## config.mk

```make
export PLATFORM = sky130hd
export DESIGN_NAME = packet_receiver
export DESIGN_NICKNAME = d
export VERILOG_FILES = /design/src/rtl/packet_receiver.sv
export SDC_FILE = /design/constraint.sdc
export NUM_CORES = 1
export LEC_CHECK = 0
export ABC_AREA = 0
export CAP_MARGIN = 25
export CORE_ASPECT_RATIO = 1.1
export CORE_UTILIZATION = 59
export CTS_CLUSTER_DIAMETER = 150
export DETAILED_ROUTE_END_ITERATION = 7
export PLACE_DENSITY_LB_ADDON = 0.3
export SLEW_MARGIN = 0
export SYNTH_ARGS = -nofsm -noshare
export SYNTH_HDL_FRONTEND = slang
export SYNTH_SLANG_ARGS = --single-unit
```

## constraint.sdc

```tcl
create_clock -name clk -period 6.5 [get_ports clk]
set_input_delay 0.65 -clock clk [delete_from_list [all_inputs] [get_ports clk]]
set_output_delay 0.65 -clock clk [all_outputs]
set_load 0.05 [all_outputs]
```

## src/rtl/packet_receiver.sv

```systemverilog
// NOC packet link receive end: address filter, small FIFO and burst-length tracking.
// Optional PKT_RX_STATS_EN adds saturating rx_count/drop_count statistics outputs.
module packet_receiver #(
    parameter int WIDTH_TYPE    = 2,
    parameter int WIDTH_PAYLOAD = 8,
    parameter int WIDTH_PACKET  = 13,
    parameter int FIFO_DEPTH    = 4,
    parameter int MY_ADDR       = 0
) (
    input  logic                     clk,
    input  logic                     rst,
    input  logic [WIDTH_PACKET-1:0]  packet,
    input  logic                     valid,
    input  logic                     last,
    output logic                     ready,
    output logic                     out_valid,
    input  logic                     out_ready,
    output logic [WIDTH_TYPE-1:0]    out_dest,
    output logic [WIDTH_TYPE-1:0]    out_type,
    output logic [WIDTH_PAYLOAD-1:0] out_payload,
    output logic                     out_eop,
    output logic                     out_last,
    output logic                     drop_err,
    output logic                     burst_done,
    output logic [7:0]               burst_len
`ifdef PKT_RX_STATS_EN
    ,
    output logic [15:0]              rx_count,
    output logic [15:0]              drop_count
`endif
);

    localparam int PTR_W = $clog2(FIFO_DEPTH);
    localparam int CNT_W = $clog2(FIFO_DEPTH + 1);

    typedef enum logic {IDLE, IN_BURST} state_t;

    logic [WIDTH_PACKET:0] mem [FIFO_DEPTH];
    logic [PTR_W-1:0]      wr_ptr, rd_ptr;
    logic [CNT_W-1:0]      count;
    logic [WIDTH_PACKET:0] head;
    logic                  full, accept, addr_hit, push, pop;

    state_t     state, state_next;
    logic [7:0] cnt, cnt_next, cnt_inc, len_next;
    logic       done_next;

    assign full      = (count == CNT_W'(FIFO_DEPTH));
    assign ready     = !full;
    assign accept    = valid && ready;
    assign addr_hit  = (packet[WIDTH_TYPE-1:0] == WIDTH_TYPE'(MY_ADDR));
    assign push      = accept && addr_hit;
    assign out_valid = (count != '0);
    assign pop       = out_valid && out_ready;

    // Head fields are forced to zero while empty so stale entries never leak out.
    assign head        = out_valid ? mem[rd_ptr] : '0;
    assign out_dest    = head[WIDTH_TYPE-1:0];
    assign out_type    = head[2*WIDTH_TYPE-1:WIDTH_TYPE];
    assign out_payload = head[2*WIDTH_TYPE+WIDTH_PAYLOAD-1:2*WIDTH_TYPE];
    assign out_eop     = head[WIDTH_PACKET-1];
    assign out_last    = head[WIDTH_PACKET];

    always_ff @(posedge clk) begin
        if (push)
            mem[wr_ptr] <= {last, packet};
    end

    always_ff @(posedge clk or negedge rst) begin
        if (!rst) begin
            wr_ptr   <= '0;
            rd_ptr   <= '0;
            count    <= '0;
            drop_err <= 1'b0;
        end else begin
            if (push)
                wr_ptr <= wr_ptr + PTR_W'(1);
            if (pop)
                rd_ptr <= rd_ptr + PTR_W'(1);
            case ({push, pop})
                2'b10:   count <= count + CNT_W'(1);
                2'b01:   count <= count - CNT_W'(1);
                default: count <= count;
            endcase
            drop_err <= accept && !addr_hit;
        end
    end

    always_ff @(posedge clk or negedge rst) begin
        if (!rst) begin
            state      <= IDLE;
            cnt        <= '0;
            burst_done <= 1'b0;
            burst_len  <= '0;
        end else begin
            state      <= state_next;
            cnt        <= cnt_next;
            burst_done <= done_next;
            burst_len  <= len_next;
        end
    end

    assign cnt_inc = (cnt == 8'hFF) ? 8'hFF : cnt + 8'd1;

    // Every accepted beat counts, including those later dropped by the address filter.
    always_comb begin
        state_next = state;
        cnt_next   = cnt;
        done_next  = 1'b0;
        len_next   = burst_len;
        case (state)
            IDLE: begin
                if (accept) begin
                    if (last) begin
                        done_next = 1'b1;
                        len_next  = 8'd1;
                    end else begin
                        state_next = IN_BURST;
                        cnt_next   = 8'd1;
                    end
                end
            end
            IN_BURST: begin
                if (accept) begin
                    if (last) begin
                        state_next = IDLE;
                        done_next  = 1'b1;
                        len_next   = cnt_inc;
                    end else begin
                        cnt_next = cnt_inc;
                    end
                end
            end
            default: state_next = IDLE;
        endcase
    end

`ifdef PKT_RX_STATS_EN
    always_ff @(posedge clk or negedge rst) begin
        if (!rst) begin
            rx_count   <= '0;
            drop_count <= '0;
        end else begin
            if (push && rx_count != 16'hFFFF)
                rx_count <= rx_count + 16'd1;
            if (accept && !addr_hit && drop_count != 16'hFFFF)
                drop_count <= drop_count + 16'd1;
        end
    end
`endif

endmodule

```

# Word level (Yosys, flattened, before mapping)
# Memories as Yosys holds them, arrays and structs flattened.
# Cells that the tools add are included.
# W data, S select, Z words.
[totals] reg_bits=26 mem_count=1 output_inout_bits=26 ramBits=56 inputBits=18 rom_bits=0 elab_cells=57 latchBits=0
[op_classes] n_mux=21 add_sub_neg=5 div=0 reduce_logical=11 n_shift=0 eq_ne=10 mul=0 n_bitwise=1 n_lt_le_gt_ge=0
[mem_list] memory="mem" words=4 width=14 rd=1 rd_ports_with_merged_regs=0 wr=1 line="38" rtl="logic [WIDTH_PACKET:0] mem [FIFO_DEPTH];"
[op_table] op="$mux W8" n=9
[op_table] op="$pmux W8 S2" n=2
[op_table] op="$mux W14" n=1
[op_table] op="$ne A2 B2 Y1 const B" n=6
[op_table] op="$add A8 B1 Y8 const B" n=1
[op_table] op="$eq A8 B8 Y1 const B" n=1
[op_table] op="$reduce_and A4 Y1" n=2
[op_table] op="$mux W1" n=7
[op_table] op="$pmux W3 S2" n=1
[op_table] op="$add A2 B1 Y2 const B" n=2
[op_table] op="$logic_and A1 B1 Y1" n=4
[op_table] op="$add A3 B1 Y3 const B" n=1
[op_table] op="$eq A3 B3 Y1 const B" n=1
[op_table] op="$reduce_bool A3 Y1" n=1
[op_table] op="$sub A3 B1 Y3 const B" n=1
[op_table] op="$eq A2 B1 Y1 const B" n=1
[op_table] op="$eq A2 B2 Y1 const B" n=1
[op_table] op="$logic_not A1 Y1" n=2
[op_table] op="$logic_not A2 Y1" n=1
[op_table] op="$pmux W1 S2" n=1
[op_table] op="$reduce_bool A2 Y1" n=1
[op_table] op="$not A1 Y1" n=1

# Depth between registers and ports, before layout
[depth] depth_word=6 mapped_depth=11 ltp_nobuf=10

# Worst setup path after synthesis
# No wires, ideal clock.
[synth_path] kind="register to output" from="register count[2]" to="output out_eop" arrival_ps=1679 path_buffers=1 required_time_ps=5850 stages_incl_launch_ff=4 setup_slack_ps=4171 cell_sequence="dfrtp_1 or3_2 clkbuf_1 and2_1"
[synth_between] elab_chain_cells=2
[synth_rtl] item="start: declaration" line="40" rtl="logic [CNT_W-1:0] count;"
[synth_rtl] item="start signal: assignment" line="81" rtl="2'b10: count <= count + CNT_W'(1);"
[synth_rtl] item="start signal: assignment" line="82" rtl="2'b01: count <= count - CNT_W'(1);"
[synth_rtl] item="start signal: assignment" line="83" rtl="default: count <= count;"
[synth_rtl] item="$reduce_bool A3 Y1" line="53" rtl="assign out_valid = (count != '0);"
[synth_rtl] item="named net out_valid" line="16" rtl="output logic out_valid,"
[synth_rtl] item="$mux W14" line="57" rtl="assign head = out_valid ? mem[rd_ptr] : '0;"
[synth_rtl] item="end: declaration" line="21" rtl="output logic out_eop,"
# The timed path passes the listed nets, and every way through them passes these cells.

# Worst setup path after layout
[layout_path] from="register rd_ptr[0]" to="output out_dest[1]"
[layout_between] elab_chain_cells=2
[layout_rtl] item="start: declaration" line="39" rtl="logic [PTR_W-1:0] wr_ptr, rd_ptr;"
[layout_rtl] item="start signal: assignment" line="79" rtl="rd_ptr <= rd_ptr + PTR_W'(1);"
[layout_rtl] item="$mem_v2 Z4 W14"
[layout_rtl] item="$mux W14" line="57"
[layout_rtl] item="end: declaration" line="18" rtl="output logic [WIDTH_TYPE-1:0] out_dest,"
# Every way passes these cells.

==> flow_summary.html <==
<table>
<tr><th>Metric</th><th>Value</th></tr>
<tr><th colspan="2">Placed design</th></tr>
<tr><td>Dpl cells</td><td>331</td></tr>
<tr><td>Worst slack, placed</td><td>approximately 3.4 ns</td></tr>
<tr><td>Count of port buffers added during placement</td><td>43</td></tr>
<tr><td>Final weighted congestion in routability-driven placement</td><td>between 0.7 and 0.8</td></tr>
<tr><td>Total cell area at the placement stage</td><td>0.00397 mm2</td></tr>
<tr><td>HPWL after detailed placement</td><td>about 4000 um</td></tr>
<tr><th colspan="2">Global route</th></tr>
<tr><td>Met3 track demand over resource</td><td>about 4%</td></tr>
<tr><td>Via count of the first global-routing pass</td><td>1970</td></tr>
<tr><td>All-Layer GR Usage</td><td>a little over a fifth</td></tr>
<tr><td>Number of antenna violations at the first check in global routing</td><td>0</td></tr>
<tr><td>Busiest layer in global routing</td><td>met2</td></tr>
<tr><td>Global-route track usage on met1</td><td>between 20% and 30%</td></tr>
<tr><td>Overflow after GRT</td><td>0</td></tr>
<tr><td>Pin count of the biggest net entering global routing</td><td>17</td></tr>
<tr><td>Wire length of the first global-routing pass</td><td>roughly 9700 um</td></tr>
<tr><td>Met2 usage</td><td>about a third</td></tr>
<tr><th colspan="2">Setup path</th></tr>
<tr><td>Worst R2R Start</td><td>count[0]$_DFFE_PN0P_</td></tr>
<tr><td>Kind of critical path</td><td>register to output port</td></tr>
<tr><td>Capture point of the worst reg-to-reg path</td><td>count[2]$_DFFE_PN0P_</td></tr>
<tr><td>Critical path capture point type</td><td>output port</td></tr>
<tr><td>Number of cells traversed by the worst register-to-register path</td><td>10</td></tr>
<tr><td>CP Launch Type</td><td>register</td></tr>
<tr><td>Register-to-register setup slack</td><td>4.09 ns</td></tr>
<tr><td>Worst path required time</td><td>5.85 ns</td></tr>
<tr><td>Critical path peak fanout</td><td>16</td></tr>
<tr><td>Data arrival at the endpoint of the critical path</td><td>between 2 and 3 ns</td></tr>
<tr><th colspan="2">STA</th></tr>
<tr><td>Unrepaired setup endpoints after global routing</td><td>false</td></tr>
<tr><td>Tightest Pin Transition</td><td>just over 0.9 ns</td></tr>
<tr><td>Summed negative setup slack over all endpoints</td><td>0 ns</td></tr>
<tr><td>Setup WS post-layout</td><td>approximately 3.1 ns</td></tr>
<tr><td>Tmin final</td><td>between 3 and 4 ns</td></tr>
<tr><td>Final Cycle Share</td><td>between 50 and 60%</td></tr>
<tr><td>Final-report hold violation count</td><td>0</td></tr>
<tr><td>Achievable frequency</td><td>291 MHz</td></tr>
<tr><td>Final setup violation count</td><td>0</td></tr>
<tr><td>Final count of pins violating max slew</td><td>0</td></tr>
<tr><td>Setup Skew</td><td>0.00892 ns</td></tr>
<tr><td>Rel. slew slack</td><td>about two fifths</td></tr>
<tr><th colspan="2">Finish</th></tr>
<tr><td>Number of non-filler instances in the completed layout</td><td>347</td></tr>
<tr><td>Finished Cell Area</td><td>between 0.004 and 0.005 mm2</td></tr>
<tr><td>Most common cell after layout, fill and taps aside</td><td>sky130_fd_sc_hd__edfxtp_1</td></tr>
<tr><td>Highest-count cells in the layout ignoring fill and taps</td><td>56 x sky130_fd_sc_hd__edfxtp_1, 43 x sky130_fd_sc_hd__clkdlybuf4s50_1, 26 x sky130_fd_sc_hd__dfrtp_1</td></tr>
<tr><td>Fraction of layout cells with a size suffix above 1</td><td>about 14%</td></tr>
<tr><td>Layout Utilization</td><td>between 70 and 80%</td></tr>
<tr><td>Layout overhead on the synthesized area</td><td>19.4%</td></tr>
<tr><td>Fill cells</td><td>around 390</td></tr>
<tr><td>Area used by sequential logic in the layout</td><td>~0.0023 mm2</td></tr>
<tr><td>Total number of nets in the final design</td><td>290</td></tr>
<tr><td>Area occupied by multi-input gates</td><td>0.00106 mm2</td></tr>
<tr><td>Antenna diodes</td><td>0</td></tr>
<tr><th colspan="2">Synth</th></tr>
<tr><td>Share of the synthesized area in the top cell type</td><td>47.9%</td></tr>
<tr><td>Mapped cell area</td><td>about 0.0035 mm2</td></tr>
<tr><td>Leading post-synthesis cells by cell area</td><td>sky130_fd_sc_hd__edfxtp_1 48%, sky130_fd_sc_hd__dfrtp_1 19%, sky130_fd_sc_hd__mux4_2 9.0%, sky130_fd_sc_hd__and2_1 3.4%, sky130_fd_sc_hd__ha_1 2.1%</td></tr>
<tr><td>Cell taking the most area after synthesis</td><td>sky130_fd_sc_hd__edfxtp_1</td></tr>
<tr><td>Syn Area/Cell</td><td>15.9 um2</td></tr>
<tr><td>Number of nets produced by synthesis</td><td>around 250</td></tr>
<tr><td>Register area share after synthesis</td><td>about two thirds</td></tr>
<tr><td>Unique masters post-synth</td><td>39</td></tr>
<tr><td>Synth warn</td><td>0</td></tr>
<tr><td>Flip-flop and latch count after synthesis</td><td>82</td></tr>
<tr><td>Number of instances in the synthesized netlist</td><td>about 220</td></tr>
<tr><th colspan="2">Clock network</th></tr>
<tr><td>Worst-skew pair later-pin latency</td><td>0.35 ns</td></tr>
<tr><td>Hold buffer count at cts</td><td>0</td></tr>
<tr><td>Cell chosen for the clock root</td><td>sky130_fd_sc_hd__clkbuf_8</td></tr>
<tr><td>TritonCTS clock tree</td><td>done</td></tr>
<tr><td>Clock edge transition at the registers on the reported setup and hold paths</td><td>about 0.080 ns</td></tr>
<tr><td>Count of buffers added by post-CTS timing repair for setup</td><td>0</td></tr>
<tr><td>Clock sink count</td><td>82</td></tr>
<tr><td>Number of resized instances in the post-cts repair step</td><td>0</td></tr>
<tr><td>H-tree levels</td><td>3</td></tr>
<tr><td>Deepest clock path buffer count</td><td>2</td></tr>
<tr><td>Num CTS Buffers</td><td>9</td></tr>
<tr><th colspan="2">Die</th></tr>
<tr><td>Die boundary height</td><td>82.9 um</td></tr>
<tr><td>Die footprint</td><td>approximately 0.0063 mm2</td></tr>
<tr><td>Initial core utilization</td><td>~60%</td></tr>
<tr><td>Die X-Extent</td><td>roughly 76 um</td></tr>
<tr><td>Number of placed I/O pins</td><td>between 40 and 50</td></tr>
<tr><td>Placement row count</td><td>29</td></tr>
<tr><td>Core area</td><td>around 0.0057 mm2</td></tr>
<tr><th colspan="2">Min path</th></tr>
<tr><td>Cells on Worst Hold Path</td><td>1</td></tr>
<tr><td>Hold path startpoint</td><td>burst_len[0]$_DFFE_PN0P_</td></tr>
<tr><td>Class of the most critical hold timing path</td><td>register to register</td></tr>
<tr><td>Worst-case hold path end point</td><td>burst_len[0]$_DFFE_PN0P_</td></tr>
<tr><th colspan="2">Power and ir drop</th></tr>
<tr><td>Total power divided by cell area</td><td>456 mW/mm2</td></tr>
<tr><td>VDD IR max</td><td>roughly 0.33 mV</td></tr>
<tr><td>Leakage power total</td><td>about 1.6 nW</td></tr>
<tr><th colspan="2">Route</th></tr>
<tr><td>Number of vias in the routed layout</td><td>between 1500 and 2000</td></tr>
<tr><td>Number of design-rule violations left by the first detailed-router iteration</td><td>92</td></tr>
<tr><td>Post-DR wirelength/cell</td><td>around 17 um</td></tr>
<tr><td>Initial DRT Pass Iterations</td><td>4</td></tr>
<tr><td>Vias per cell</td><td>5.63</td></tr>
<tr><td>Residual DRC count</td><td>0</td></tr>
<tr><td>Remaining number of nets flagged by the antenna check after routing</td><td>0</td></tr>
<tr><td>Sum of routed wire length over all layers</td><td>roughly 6000 um</td></tr>
<tr><th colspan="2">Status</th></tr>
<tr><td>Outcome</td><td>completed</td></tr>
<tr><th colspan="2">Job</th></tr>
<tr><td>Number of max-cap violations</td><td>0</td></tr>
</table>
-- power by group --
part	internal [W]	total, W	switching (W)
logic	0.000320	0.000778	0.000459
registers	0.000632	0.000733	0.000101
clock network	0.000215	0.000397	0.000181
total	0.00117	0.00191	0.000741
-- cell usage after synthesis --
cell / count
sky130_fd_sc_hd__nor3_4: 1
sky130_fd_sc_hd__or3b_1: 1
sky130_fd_sc_hd__or3_2: 1
sky130_fd_sc_hd__and4_1: 4
sky130_fd_sc_hd__ha_1: 6
sky130_fd_sc_hd__nand2_1: 14
sky130_fd_sc_hd__a31oi_1: 5
sky130_fd_sc_hd__clkbuf_4: 1
sky130_fd_sc_hd__dfrtp_1: 26
sky130_fd_sc_hd__nor2_1: 3
sky130_fd_sc_hd__xor2_1: 4
sky130_fd_sc_hd__fa_1: 1
sky130_fd_sc_hd__mux2i_1: 2
sky130_fd_sc_hd__xnor2_1: 4
sky130_fd_sc_hd__o31ai_1: 2
sky130_fd_sc_hd__clkbuf_1: 1
sky130_fd_sc_hd__nand3_2: 1
sky130_fd_sc_hd__inv_1: 9
sky130_fd_sc_hd__o21ai_0: 11
sky130_fd_sc_hd__mux4_2: 14
sky130_fd_sc_hd__a2bb2oi_1: 1
sky130_fd_sc_hd__o21a_1: 1
sky130_fd_sc_hd__nand3_1: 3
sky130_fd_sc_hd__nand3b_1: 1
sky130_fd_sc_hd__and3b_4: 1
sky130_fd_sc_hd__nand4b_1: 1
sky130_fd_sc_hd__a21o_1: 3
sky130_fd_sc_hd__buf_6: 2
sky130_fd_sc_hd__buf_4: 1
sky130_fd_sc_hd__nand4_2: 1
sky130_fd_sc_hd__a41oi_1: 1
sky130_fd_sc_hd__buf_2: 5
sky130_fd_sc_hd__mux2_4: 1
sky130_fd_sc_hd__nand4_4: 1
sky130_fd_sc_hd__and2_1: 19
sky130_fd_sc_hd__clkbuf_8: 1
sky130_fd_sc_hd__edfxtp_1: 56
sky130_fd_sc_hd__a21oi_1: 10
sky130_fd_sc_hd__a31o_2: 1
-- critical path: stages, from the launching register on --
cell	delay, ns
sky130_fd_sc_hd__dfrtp_1	0.94
sky130_fd_sc_hd__mux4_2	0.62
sky130_fd_sc_hd__and2_1	0.18
sky130_fd_sc_hd__clkdlybuf4s50_1	0.69
-- metrics by stage --
step,hold WS (ns),power [W]
2_1_floorplan,0.354,0.00130
3_3_place_gp,0.463,0.00150
3_5_place_dp,0.468,0.00153
4_1_cts,0.491,0.00192
5_1_grt,0.513,0.00200
6_report,0.487,0.00191
-- state kept, by name, indices dropped and copies added, names as in the netlist, named ones only --
| signal | cells |
|---|---|
| cnt | 8 |
| drop_err | 1 |
| mem | 56 |
| burst_done | 1 |
| count | 3 |
| burst_len | 8 |
| wr_ptr | 2 |
| rd_ptr | 2 |
-- routing by layer --
| metal | routed length (um) | vias to the layer above |
|---|---|---|
| met5 | 0 | - |
| met4 | 130 | 0 |
| met3 | 287 | 10 |
| met2 | 3110 | 61 |
| met1 | 2470 | 962 |
| li1 | - | 922 |
-- cell type report --
| type | instances | share of cell area, % |
|---|---|---|
| inverters | 9 | 0.807 |
| well taps | 77 | 2.30 |
| multi-input cells | 119 | 25.3 |
| flip-flops and latches | 82 | 55.7 |
| repair buffers | 44 | 10.6 |
| clock inverters | 7 | 2.24 |
| clock buffers | 9 | 2.96 |
-- logic make-up after synthesis --
| group | synth area share [%] |
|---|---|
| AOI/OAI and AO/OA | 5.92 |
| muxes | 9.99 |
| adders and majority gates | 2.71 |
| DFF | 66.5 |
| xor gates and xnor gates | 2.00 |
| and+or+nand+nor | 9.63 |
| buffers and inverters | 3.25 |
-- worst max-delay path by stage --
stage	from	end	slack, ns	depth (start not counted)
final	rd_ptr[0]$_DFFE_PN0P_	out_dest[1]	3.06	3
after global routing	rd_ptr[0]$_DFFE_PN0P_	out_dest[1]	2.87	3
after CTS	rd_ptr[0]$_DFFE_PN0P_	out_dest[1]	2.99	3
after detailed placement	rd_ptr[0]$_DFFE_PN0P_	out_dest[1]	3.38	3
after global placement	rd_ptr[0]$_DFFE_PN0P_	out_payload[5]	3.40	3
after floorplan	count[2]$_DFFE_PN0P_	out_eop	4.17	3
(Power assumes the default switching activity.)
